<file path="src/rtl/lane_endpoint.sv">
// Node-side endpoint for one router lane: TX FIFO feeding the lane write side, RX FSM draining the read side.
// Optional per-direction flit counters are enabled with `define LANE_ENDPOINT_STATS_EN.
module lane_endpoint #(
  parameter int DATA  = 64,
  parameter int DEPTH = 2
) (
  input  logic            clK,
  input  logic            rsT,
  input  logic            tx_valid,
  input  logic [DATA-1:0] tx_data,
  output logic            tx_ready,
  output logic            rx_valid,
  output logic [DATA-1:0] rx_data,
  input  logic            rx_ready,
  output logic            WR,
  output logic [DATA-1:0] IN,
  input  logic            in_BUSY,
  output logic            RD,
  input  logic [DATA-1:0] OUT,
  input  logic            out_BUSY
`ifdef LANE_ENDPOINT_STATS_EN
  ,
  output logic [31:0]     tx_count,
  output logic [31:0]     rx_count
`endif
);

  localparam int ENTRIES = 1 << DEPTH;

  typedef enum logic [1:0] {S_IDLE, S_REQ, S_CAP, S_HOLD} rx_state_t;

  logic [DATA-1:0] r_mem [ENTRIES];
  logic [DEPTH:0]  r_wptr;
  logic [DEPTH:0]  r_rptr;
  logic            w_full;
  logic            w_empty;
  logic            w_push;
  logic            w_pop;

  // Extra pointer MSB distinguishes full from empty when the index bits match.
  assign w_empty  = (r_wptr == r_rptr);
  assign w_full   = (r_wptr[DEPTH] != r_rptr[DEPTH]) &&
                    (r_wptr[DEPTH-1:0] == r_rptr[DEPTH-1:0]);
  assign tx_ready = !w_full;
  assign w_push   = tx_valid && !w_full;
  assign w_pop    = !w_empty && !in_BUSY;
  assign WR       = w_pop;
  assign IN       = w_empty ? '0 : r_mem[r_rptr[DEPTH-1:0]];

  always_ff @(posedge clK or negedge rsT) begin
    if (!rsT) begin
      r_wptr <= '0;
      r_rptr <= '0;
    end else begin
      if (w_push) r_wptr <= r_wptr + {{DEPTH{1'b0}}, 1'b1};
      if (w_pop)  r_rptr <= r_rptr + {{DEPTH{1'b0}}, 1'b1};
    end
  end

  always_ff @(posedge clK) begin
    if (w_push) r_mem[r_wptr[DEPTH-1:0]] <= tx_data;
  end

  rx_state_t       r_state;
  rx_state_t       w_state_nxt;
  logic [DATA-1:0] r_rx_data;

  always_ff @(posedge clK or negedge rsT) begin
    if (!rsT) begin
      r_state   <= S_IDLE;
      r_rx_data <= '0;
    end else begin
      r_state <= w_state_nxt;
      if (r_state == S_CAP) r_rx_data <= OUT;
    end
  end

  // Single outstanding read: a new request is only possible once HOLD is released.
  always_comb begin
    w_state_nxt = r_state;
    RD          = 1'b0;
    rx_valid    = 1'b0;
    case (r_state)
      S_IDLE: if (out_BUSY) w_state_nxt = S_REQ;
      S_REQ: begin
        RD          = 1'b1;
        w_state_nxt = S_CAP;
      end
      S_CAP:  w_state_nxt = S_HOLD;
      S_HOLD: begin
        rx_valid = 1'b1;
        if (rx_ready) w_state_nxt = S_IDLE;
      end
      default: w_state_nxt = S_IDLE;
    endcase
  end

  assign rx_data = r_rx_data;

`ifdef LANE_ENDPOINT_STATS_EN
  logic [31:0] r_tx_count;
  logic [31:0] r_rx_count;

  always_ff @(posedge clK or negedge rsT) begin
    if (!rsT) begin
      r_tx_count <= '0;
      r_rx_count <= '0;
    end else begin
      if (WR)                  r_tx_count <= r_tx_count + 32'd1;
      if (rx_valid && rx_ready) r_rx_count <= r_rx_count + 32'd1;
    end
  end

  assign tx_count = r_tx_count;
  assign rx_count = r_rx_count;
`endif

endmodule

</file>
<file path="config.mk">
export PLATFORM = sky130hd
export DESIGN_NAME = lane_endpoint
export DESIGN_NICKNAME = d
export VERILOG_FILES = /design/src/rtl/lane_endpoint.sv
export SDC_FILE = /design/constraint.sdc
export NUM_CORES = 1
export LEC_CHECK = 0
export BUFFER_PORTS_ARGS = -buffer_cell sky130_fd_sc_hd__buf_4
export CAP_MARGIN = 20
export CORE_UTILIZATION = 49
export CTS_CLUSTER_SIZE = 14
export DETAILED_ROUTE_END_ITERATION = 16
export PLACE_DENSITY_LB_ADDON = 0.25
export SLEW_MARGIN = 15
export SYNTH_ARGS = -nofsm -noshare
export SYNTH_HDL_FRONTEND = slang
export SYNTH_SLANG_ARGS = --single-unit
</file>
<file path="constraint.sdc">
create_clock -name clK -period 4.9 [get_ports clK]
set_input_delay 0.49 -clock clK [delete_from_list [all_inputs] [get_ports clK]]
set_output_delay 0.49 -clock clK [all_outputs]
set_load 0.005 [all_outputs]
</file>
# Word level (Yosys, flattened, before mapping)
# Memories as Yosys holds them, arrays and structs flattened.
# Index checks and enable logic that the tools add are counted.
# op_classes
add_sub_neg	2
mul	0
div	0
magnitude_cmp	0
eq_ne	8
shift	0
n_mux	8
bitwise_logic	0
reduce_logical	8
# ops
operator	n
64-bit 2-to-1 mux	1
2-bit case mux with 4 select lines	1
3-bit by 1-bit adder with 3-bit output, second input constant	2
2-bit equality test, second input constant	2
1-bit 2-to-1 mux	4
2-bit 2-to-1 mux	2
2-bit inequality test, second input constant	2
3-bit equality test	1
1-bit logical AND	3
1-bit logical NOT	3
2-bit by 1-bit equality test with 1-bit output, second input constant	1
2-bit equality test	1
2-bit logical NOT	1
2-bit AND reduction	1
1-bit inequality test	1
# word_totals
reg_bits	72
latch_bits	0
ramBits	256
romBits	0
input_bits	134
out_inout_bits	132
wordCells	31
n_memories	1
# memory_table
name	depth	word_bits	rd	rd_ports_with_merged_regs	write_ports	line_no	source
r_mem	4	64	1	0	1	32	logic [DATA-1:0] r_mem [ENTRIES];

# Depth between registers and ports, before layout
# Gate-level depths: netlist (run 1).
# depth
depth_word	6
depth_mapped	5
mapped_depth_nobuf	5

# Least setup slack after synthesis (run 1)
# No wires, ideal clock.
# synth_timing
path_kind	reg-to-reg
from	register r_rptr[0]
to	memory r_mem[3][0], enable pin
setup_time_ns	0.528
arrival_time_ns	4.426
t_required_ns	4.372
path_slack_ns	-0.054
stages_incl_launch_ff	5
path_buffers	2
period_less_slack_ns	4.954
path_cell_list	dfrtp_1 > buf_6 > buf_12 > xnor2_2 > a31oi_1
# synth_via
elab_chain_cells	6
# synth_lines
item	line_no	source
from (decl)	34	logic [DEPTH:0] r_rptr;
from (signal assigned)	56	if (w_pop) r_rptr <= r_rptr + {{DEPTH{1'b0}}, 1'b1};
2-bit equality test	43	(r_wptr[DEPTH-1:0] == r_rptr[DEPTH-1:0]);
1-bit logical AND	42	assign w_full = (r_wptr[DEPTH] != r_rptr[DEPTH]) &&
1-bit logical NOT	45	assign w_push = tx_valid && !w_full;
1-bit logical AND	45	
1-bit 2-to-1 mux	61	if (w_push) r_mem[r_wptr[DEPTH-1:0]] <= tx_data;
1-bit 2-to-1 mux (not written as such)	61	
to (decl)	32	
# No other way between the ends.

# Worst setup path after layout (run 1)
# layout_timing
from	register r_rptr[0]
to	output IN[40]
# layout_via
elab_chain_cells	2
word_cells_on_any_way	3
classes_between	eq/ne (1); mux (1); memory (1)
# layout_lines
item	line_no	source
memory read 4 x 64 bit or 3-bit equality test (tied branches)	-	
64-bit 2-to-1 mux *	48	assign IN = w_empty ? '0 : r_mem[r_rptr[DEPTH-1:0]];
to (decl)	16	output logic [DATA-1:0] IN,
# Every way passes the cells marked *; elsewhere a longest branch is shown, timed or not.

==> results of run 1 <==
[registers in the layout, summed over array words and instances (netlist names)]
name     cells
r_state      2
r_mem      256
r_wptr       3
rx_data     64
r_rptr       3
[how the worst max path moves through the flow]
stage,start,end,slack [ns],cells past startpoint
final,r_rptr[0]$_DFFE_PN0P_,IN[40],1.60,4
after global routing,r_rptr[0]$_DFFE_PN0P_,IN[30],1.41,4
after CTS,r_rptr[0]$_DFFE_PN0P_,IN[40],1.49,4
after detailed placement,r_rptr[0]$_DFFE_PN0P_,IN[40],2.09,4
after global placement,r_rptr[0]$_DFFE_PN0P_,IN[33],2.13,4
after floorplan,r_rptr[0]$_DFFE_PN0P_,r_mem[3][0]$_DFFE_PP_,1.54,4
[layout by cell type, fill, tap and decap left out, types with 2 or more instances in the layout]
master	netlist	routed
sky130_fd_sc_hd__a211oi_1	3	3
sky130_fd_sc_hd__a21oi_1	4	4
sky130_fd_sc_hd__and3_4	0	3
sky130_fd_sc_hd__buf_4	0	271
sky130_fd_sc_hd__bufinv_16	0	3
sky130_fd_sc_hd__clkbuf_1	5	6
sky130_fd_sc_hd__clkbuf_16	0	31
sky130_fd_sc_hd__clkinv_1	0	4
sky130_fd_sc_hd__clkinv_2	0	5
sky130_fd_sc_hd__clkinvlp_2	0	4
sky130_fd_sc_hd__dfrtp_1	72	70
sky130_fd_sc_hd__dfrtp_4	0	2
sky130_fd_sc_hd__edfxtp_1	256	256
sky130_fd_sc_hd__ha_1	9	8
sky130_fd_sc_hd__inv_1	8	8
sky130_fd_sc_hd__mux2_2	65	65
sky130_fd_sc_hd__mux4_2	64	64
sky130_fd_sc_hd__nor2b_1	63	63
sky130_fd_sc_hd__nor2b_4	2	2
sky130_fd_sc_hd__o31ai_1	2	2
sky130_fd_sc_hd__xnor2_1	3	3
sky130_fd_sc_hd__xor2_1	5	5
[worst reg2reg max path: cells and delay by family (launching register included)]
| kind | cells | cell delay (ns) |
|---|---|---|
| simple gates | 2 | 1.12 |
| xor+xnor | 1 | 0.24 |
| flops | 1 | 0.87 |
[through the flow]
step	setup WS (ns)	hold WS (ns)	utilization, %	area (µm²)	power, mW
global placement	2.13	0.492	59.2	15000	8.12
global route	1.41	0.127	63.0	15900	10.9
CTS	1.49	0.0979	63.0	15900	10.5
detailed placement	2.09	0.496	59.2	15000	8.24
finish	1.60	0.0828	63.0	15900	10.4
floorplan	1.54	0.194	-	12700	6.41
[area by class of cell]
cell class / instances / area, µm² / area share [%]
Inverter: 8 / 30.0 / 0.188
Clock buffer: 37 / 798 / 5.01
Multi-Input combinational cell: 234 / 2990 / 18.7
Sequential cell: 328 / 9500 / 59.5
Tap cell: 330 / 413 / 2.59
Clock inverter: 18 / 166 / 1.04
Timing Repair Buffer: 272 / 2050 / 12.9
[cells by family (layout without fill, tap and decap cells)]
kind of cell	after synthesis	after routing	synth area share [%]
buf+inv	37	335	1.97
simple gates	72	72	3.72
flops	328	328	74.7
fa+ha+maj	9	9	0.887
compound gates	14	14	0.769
xor+xnor	10	10	0.808
mux	129	129	17.1
[power groups by stage]
| stage | Clock, mW | Combinational (mW) | Sequential [mW] |
|---|---|---|---|
| 2_1_floorplan | 0 | 2.27 | 4.13 |
| 3_3_place_gp | 0 | 3.88 | 4.25 |
| 3_5_place_dp | 0 | 3.95 | 4.29 |
| 4_1_cts | 2.32 | 3.96 | 4.25 |
| 5_1_grt | 2.43 | 4.18 | 4.32 |
| 6_report | 2.28 | 3.86 | 4.24 |
[metal layers]
| layer | up-vias | share of wire, % | global-route usage [%] |
|---|---|---|---|
| met5 | - | 0 | 0 |
| met4 | 0 | 1.9 | 5.06 |
| met3 | 38 | 6.6 | 3.77 |
| met2 | 237 | 54 | 36.4 |
| met1 | 3328 | 37 | 23.1 |
| li1 | 2907 | - | - |
==> run metrics, run 1 <==
width of the die 163 µm; arrival time worst endpoint 2.81 ns; cell types with the largest area share after synthesis sky130_fd_sc_hd__edfxtp_1, sky130_fd_sc_hd__dfrtp_1, sky130_fd_sc_hd__mux4_2, sky130_fd_sc_hd__mux2_2, sky130_fd_sc_hd__nor2b_1; largest buffer count on any clock path 3; HPWL reported at the end of detailed placement 16.4 mm; total routing usage reported by global routing 19.6%; total core area 0.0253 mm²; gate family responsible for the most delay along the worst path flip-flops; mean post-synth cell area 21.2 µm²; max-slew violations 0; fraction of layout cells with a size suffix above 1 51.1%; TritonRoute pass-1 iters 5; Die Y-Extent 163 µm; filler instances 1733; GPL Wtd Cong 0.854; Clock Sinks 328; post-synth design cell area 0.0127 mm²; end of the worst register-to-register path r_mem[1][45]$_DFFE_PP_; Critical Setup Path Class flop to output port; Clock power frac 21.9%; max-cap violations 0; data required time of the worst path 4.41 ns; maximum resistive drop on vdd 0.349 mV; maximum clock skew at final layout 0.00690 ns; Die Footprint 0.0266 mm²; CTS tree done; switching part of the total 29.3%; slew at the pin closest to its max-slew limit 1.01 ns; setup repair after global routing missed its margin no; Final Cycle Share 67.4%; PortBufs 265; Synth Warn # 0; dominant register cell in the synthesized netlist sky130_fd_sc_hd__edfxtp_1; R2R Setup Slk 2.27 ns; P_sw 3.04 mW; total count of hold-check failures in the final report 0; Mapped Cells 599; vias per cell 5.31; proportion of netlist area held by the largest area contributor 60.5%; leakage power 5.97 nW; Crit Path Max Fanout 32; post-route minimum period 3.30 ns; post-CTS setup-driven buffer insertion count 0; PostCTS Resize Cnt 0; area overhead of the layout relative to synthesis 25.6%; number of placement rows 58; worst min-delay path class input port to async pin; combinational power share 37.2%; vias in the first global route 7213; H-tree Lvls 1; clock slew at the register clock pins of the worst setup and hold paths 0.06 ns; power per cell area 651 mW/mm²; Inserted Diodes 0; share of flip-flops with an asynchronous set or reset 22.0%; total vias in the final route 6510; Final Net Count 1018; number of library cell types mapped by synthesis 28; TritonCTS buffer count 31; most used cell, CP sky130_fd_sc_hd__buf_4; Cells after DPL 1172; chain of cells forming the critical path buf_4 -> mux4_2 -> nor2b_1 -> buf_4; starting utilization of the core area 50.1%; # hold bufs at CTS 0; io pins 266; count of antenna-violating nets left after detailed routing 0; Max-Slew Margin vs Limit 32.5%; number of cell instances on the worst register-to-register path 3; cell with the largest stage delay on the worst path sky130_fd_sc_hd__dfrtp_4; largest area contributor in the synthesized netlist sky130_fd_sc_hd__edfxtp_1; antenna violations before repair 0; internal power 7.34 mW; share of power burned in registers 40.8%; global-route wire length before repair 39.2 mm; WL per Instance 20.8 µm; total of flip-flops plus latches after synthesis 328; endpoint kind of the worst setup timing path output port; Bufs and invs on worst path 2; post-layout instance count excluding filler cells 1227; Detailed Route WL 25.5 mm; startpoint of the most critical register-to-register path r_rptr[0]$_DFFE_PN0P_; result of the run finished, final reports clean; most common cell in the synthesized netlist sky130_fd_sc_hd__edfxtp_1; most instantiated cells after synthesis sky130_fd_sc_hd__edfxtp_1, sky130_fd_sc_hd__dfrtp_1, sky130_fd_sc_hd__mux2_2; drt drc 0; Root Buffer sky130_fd_sc_hd__clkbuf_16; delay contributed by the slowest stage of the critical path 0.87 ns; timing-limited maximum frequency 303 MHz; violation count after the first detailed-routing iteration 313; number of setup violations in the final report 0; number of flops mapped to enable cells by yosys 256; largest net degree at the start of global routing 73; Final TNS setup 0 ns; grt total ovfl 0; syn nets 742; worst skew pair latency 0.54 ns; kind of start point of the critical path flop; fraction of the yosys area taken by sequential cells 74.7%
(Power assumes the default switching activity.)
==> inputs of run 2 (changes only) <==
Clock period 4.9 ns to 2.69 ns, I/O delays scaled along.
==> run metrics, run 2 (synthesis gave the netlist of run 1 again) <==
timing-limited maximum frequency 392 MHz; cell with the largest stage delay on the worst path sky130_fd_sc_hd__mux4_2; total count of hold-check failures in the final report 0 (unchanged); drt drc 0 (unchanged); Inserted Diodes 0 (unchanged); Die Y-Extent 163 µm (unchanged); result of the run finished, final reports clean; highest-count cells in the layout ignoring fill and taps sky130_fd_sc_hd__buf_4, sky130_fd_sc_hd__edfxtp_1, sky130_fd_sc_hd__dlygate4sd3_1; maximum resistive drop on vdd 0.721 mV (+110%); total routing usage reported by global routing 21.5% (+1.9 points); number of flip-flops under the largest register name 256 (unchanged); Crit Path Max Fanout 34 (+6.3%); worst min-delay path class input port to flop; CTS tree done; vias in the first global route 8001 (+11%); post-route minimum period 2.55 ns; data required time of the worst path 2.42 ns (-1.99 ns); chain of cells forming the critical path buf_6 -> mux4_2 -> nor2b_1 -> buf_4; endpoint kind of the worst setup timing path output port; count of antenna-violating nets left after detailed routing 0 (unchanged); setup repair after global routing missed its margin no; filler instances 1639 (-5.4%); setup slack after layout 0.137 ns (-1.46 ns); width of the die 163 µm (unchanged); slew at the pin closest to its max-slew limit 1.01 ns (-0.00515 ns); antenna violations before repair 0 (unchanged); max-cap violations 0 (unchanged); leakage power 6.60 nW (+10%); kind of start point of the critical path flop; maximum clock skew at final layout 0.00798 ns (+0.00107 ns); TritonCTS buffer count 35 (+13%); HPWL reported at the end of detailed placement 16.4 mm (about the same); largest net degree at the start of global routing 73 (unchanged); final non-filler cell area 0.0174 mm² (+8.8%); global-route wire length before repair 42.9 mm (+9.4%); minimum hold slack 0.0231 ns (-0.0597 ns); largest buffer count on any clock path 3 (unchanged); area overhead of the layout relative to synthesis 36.7%; PortBufs 265 (unchanged); Final Cycle Share 94.9%; total core area 0.0253 mm² (unchanged); total vias in the final route 7123 (+9.4%); power per cell area 1130 mW/mm² (+74%); Die Footprint 0.0266 mm² (unchanged); core utilization of the finished layout 68.5% (+5.6 points); starting utilization of the core area 50.1% (unchanged); area of placed instances 0.0150 mm² (+0.40%); post-layout instance count excluding filler cells 1359 (+11%); pre-CTS WS 0.430 ns (-1.66 ns); Bufs and invs on worst path 2 (unchanged); violation count after the first detailed-routing iteration 396 (+27%); io pins 266 (unchanged); GPL Wtd Cong 0.753 (-12%); Clock Sinks 328 (unchanged); TritonRoute pass-1 iters 4 (-1); number of placement rows 58 (unchanged); number of setup violations in the final report 0 (unchanged); Root Buffer sky130_fd_sc_hd__clkbuf_16; vias per cell 5.24 (-1.2%); Final Total Pwr 19.6 mW (+89%); gate family responsible for the most delay along the worst path buffers and inverters; WL per Instance 20.5 µm (-1.4%); Cells after DPL 1178 (+0.51%); fraction of layout cells with a size suffix above 1 45.4% (-5.7 points); Critical Setup Path Class flop to output port; delay contributed by the slowest stage of the critical path 0.57 ns (-0.30 ns); Final Net Count 1151 (+13%); post-CTS setup-driven buffer insertion count 0 (unchanged); Max-Slew Margin vs Limit 32.9% (+0.34 points); worst skew pair latency 0.50 ns (-0.04 ns); arrival time worst endpoint 2.28 ns (-0.53 ns); most common cell after layout, fill and taps aside sky130_fd_sc_hd__buf_4; H-tree Lvls 2 (+1); max-slew violations 0 (unchanged); Detailed Route WL 27.9 mm (+9.2%); Final TNS setup 0 ns (unchanged); clock slew at the register clock pins of the worst setup and hold paths 0.06 ns (about the same); grt total ovfl 0 (unchanged)
==> run 2: cell types whose count changed in the layout (fill, tap and decap cells not counted), moves of 3 or more <==
cell                            delta
sky130_fd_sc_hd__clkbuf_16         +6
sky130_fd_sc_hd__clkbuf_8          +3
sky130_fd_sc_hd__clkinvlp_2        -4
sky130_fd_sc_hd__dlygate4sd3_1   +123
==> run 2: path summary, 6_finish.rpt <==
check | slack [ns] | endpoint | cells past startpoint | startpoint
worst max-delay path | 0.14 | IN[42] | 4 | r_rptr[0]$_DFFE_PN0P_
worst min-delay path | 0.02 | rx_data[56]$_DFFE_PN0N_ | 2 | OUT[56]
worst max register to register | 0.45 | r_mem[2][54]$_DFFE_PP_ | 3 | r_wptr[0]$_DFFE_PN0P_
worst min register to register | 0.51 | rx_data[29]$_DFFE_PN0N_ | 1 | rx_data[29]$_DFFE_PN0N_
max in group asynchronous | 1.56 | r_rptr[0]$_DFFE_PN0P_ | 2 | rsT
min in group asynchronous | 0.46 | rx_data[16]$_DFFE_PN0N_ | 2 | rsT
==> run 2: what timing repair did <==
action                                  CTS  global route
hold buffers                            122             1
endpoints found under the setup margin   34             5
hold endpoints to repair                385             1
pin swaps                                 0             0
gates resized for setup                   1             1
==> run 2: worst reg2reg max path: stages, from the launching register on <==
cell	delay, ns
sky130_fd_sc_hd__dfrtp_1	0.50
sky130_fd_sc_hd__xnor2_2	0.26
sky130_fd_sc_hd__nand3_1	0.18
sky130_fd_sc_hd__and3_4	0.88
==> run 2: layout make-up <==
type | count | area, µm² | area share, %
flip-flops and latches | 328 | 9490 | 54.7
repair buffers | 401 | 3360 | 19.4
multi-input cells | 234 | 2980 | 17.2
clock buffers | 45 | 990 | 5.70
well taps | 330 | 413 | 2.38
clock inverters | 13 | 85.1 | 0.490
inverters | 8 | 30.0 | 0.173
==> run 2: where the power goes <==
| group | internal [mW] | total [mW] | switching [mW] |
|---|---|---|---|
| clock network | 2.67 | 4.46 | 1.79 |
| registers | 6.97 | 7.54 | 0.570 |
| logic | 4.23 | 7.61 | 3.38 |
| total | 13.9 | 19.6 | 5.74 |
==> run 2: per-layer routing <==
metal / wire length, µm / global-route usage (%)
met1: 11100 / 26.1
met2: 14400 / 37.9
met3: 1970 / 5.96
met4: 404 / 5.01
met5: 0 / 0
==> inputs of run 3 (changes only) <==
Settings changed: CORE_UTILIZATION 49 to 30.
==> run metrics, run 3 (synthesis gave the netlist of run 1 again) <==
highest-count cells in the layout ignoring fill and taps sky130_fd_sc_hd__buf_4, sky130_fd_sc_hd__edfxtp_1, sky130_fd_sc_hd__dlygate4sd3_1; Final Total Pwr 20.0 mW (+2.0%); final non-filler cell area 0.0179 mm² (+3.2%); TritonRoute pass-1 iters 4 (unchanged); GPL Wtd Cong 0.699 (-7.1%); H-tree Lvls 2 (unchanged); Die Footprint 0.0431 mm² (+62%); Hold Crit Depth 3 (+1); filler instances 3722 (+130%); Critical Setup Path Class flop to output port; number of setup violations in the final report 0 (unchanged); PortBufs 265 (unchanged); number of flip-flops under the largest register name 256 (unchanged); violation count after the first detailed-routing iteration 307 (-22%); Die Y-Extent 208 µm (+27%); max-cap violations 0 (unchanged); Root Buffer sky130_fd_sc_hd__clkbuf_16; vias per cell 4.43 (-15%); largest net degree at the start of global routing 55 (-25%); max-slew violations 0 (unchanged); delay contributed by the slowest stage of the critical path 0.58 ns (about the same); power per cell area 1120 mW/mm² (-1.2%); timing-limited maximum frequency 395 MHz (+0.86%); result of the run finished, final reports clean; maximum clock skew at final layout 0.0179 ns (+0.00991 ns); Crit Path Max Fanout 41 (+21%); source of the critical timing path r_rptr[0]$_DFFE_PN0P_; startpoint of the tightest hold check path tx_valid; chain of cells forming the critical path buf_12 -> mux4_2 -> nor2b_1 -> buf_4; PostCTS Resize Cnt 0 (-1); drt drc 0 (unchanged); total core area 0.0419 mm² (+65%); io pins 266 (unchanged); total vias in the final route 7057 (-0.93%); area of placed instances 0.0155 mm² (+3.0%); Final TNS setup 0 ns (unchanged); Clock Sinks 328 (unchanged); CTS tree done; width of the die 208 µm (+27%); number of placement rows 75 (+29%); Final Net Count 1169 (+1.6%); maximum resistive drop on vdd 0.684 mV (-5.2%); largest buffer count on any clock path 3 (unchanged); area overhead of the layout relative to synthesis 41.1%; post-route minimum period 2.53 ns (-0.0217 ns); hold worst-path end r_wptr[0]$_DFFE_PN0P_; total count of hold-check failures in the final report 0 (unchanged); vias in the first global route 7928 (-0.91%); end of the worst register-to-register path r_mem[1][61]$_DFFE_PP_; starting utilization of the core area 30.3% (-20 points); antenna violations before repair 2 (+2); total routing usage reported by global routing 13.6% (-7.9 points); number of cell instances on the worst register-to-register path 4 (+1); arrival time worst endpoint 2.26 ns (-0.02 ns); setup repair after global routing missed its margin no; slew at the pin closest to its max-slew limit 0.732 ns (-0.275 ns); TritonCTS buffer count 38 (+8.6%); cell with the largest stage delay on the worst path sky130_fd_sc_hd__mux4_2; Detailed Route WL 29.0 mm (+4.0%); fraction of layout cells with a size suffix above 1 45.2% (-0.18 points); data required time of the worst path 2.42 ns (about the same); WL per Instance 18.2 µm (-11%); kind of start point of the critical path flop; worst skew pair latency 0.53 ns (+0.03 ns); count of antenna-violating nets left after detailed routing 0 (unchanged); startpoint of the most critical register-to-register path r_rptr[1]$_DFFE_PN0P_; HPWL reported at the end of detailed placement 17.9 mm (+9.1%); most common cell after layout, fill and taps aside sky130_fd_sc_hd__buf_4; Max-Slew Margin vs Limit 51.2% (+18 points); Final Cycle Share 94.1% (-0.81 points); clock slew at the register clock pins of the worst setup and hold paths 0.06 ns (about the same); endpoint kind of the worst setup timing path output port; worst min-delay path class input port to flop; R2R Setup Slk 0.59 ns (+0.14 ns); global-route wire length before repair 45.3 mm (+5.5%); leakage power 6.71 nW (+1.7%); grt total ovfl 0 (unchanged)
## run 3: worst max-delay path by stage
| stage | to | slack (ns) | depth (start not counted) |
|---|---|---|---|
| after floorplan | r_mem[3][0]$_DFFE_PP_ | 0.23 | 4 |
| after global placement | IN[23] | 0.69 | 4 |
| after detailed placement | r_mem[1][56]$_DFFE_PP_ | 0.60 | 4 |
| after CTS | IN[52] | 0.08 | 4 |
| after global routing | IN[52] | 0.04 | 4 |
| final | IN[52] | 0.16 | 4 |
## run 3: final cells by class
| class | instances | area [µm²] | area share (%) |
|---|---|---|---|
| multi-input combinational | 234 | 2990 | 16.7 |
| tap | 539 | 674 | 3.77 |
| clock inverter | 19 | 111 | 0.622 |
| timing repair buffer | 416 | 3600 | 20.1 |
| antenna | 1 | 2.50 | 0.0140 |
| clock buffer | 48 | 1010 | 5.64 |
| sequential | 328 | 9500 | 53.0 |
| inverter | 8 | 30.0 | 0.168 |
## run 3: report_power, final
part	switching, mW	internal (mW)	leakage (nW)
sequential	0.554	6.95	3.19
combinational	3.41	4.42	2.98
clock	2.00	2.67	0.545
## run 3: metrics by stage
| stage | instances | hold WS [ns] | util [%] | setup slack (ns) |
|---|---|---|---|---|
| 2_1_floorplan | 599 | -0.0266 | - | 0.227 |
| 3_3_place_gp | 1396 | 0.379 | 37.0 | 0.691 |
| 3_5_place_dp | 1396 | 0.376 | 37.0 | 0.596 |
| 4_1_cts | 1592 | 0.0199 | 42.8 | 0.0841 |
| 5_1_grt | 1592 | 0.0635 | 42.8 | 0.0387 |
| 6_report | 1593 | 0.0615 | 42.8 | 0.159 |
## run 3: worst max-delay path, delay by kind of cell, from the launching register on
family        cells  cell delay [ns]
flops             1             0.49
mux               1             0.58
simple gates      1             0.15
buf+inv           2             0.48
## run 3: timing repair
item / 4_1_cts / 5_1_grt
endpoints found under the hold margin: 372 / 0
buffers inserted: 0 / 0
hold buffers: 129 / 0
## run 3: routing by layer
layer | track usage (%) | wire, µm | vias to the layer above
li1 | - | - | 3220
met1 | 16.5 | 12300 | 3537
met2 | 22.9 | 13900 | 253
met3 | 4.30 | 2160 | 45
met4 | 4.50 | 611 | 2
met5 | 0 | 10 | -
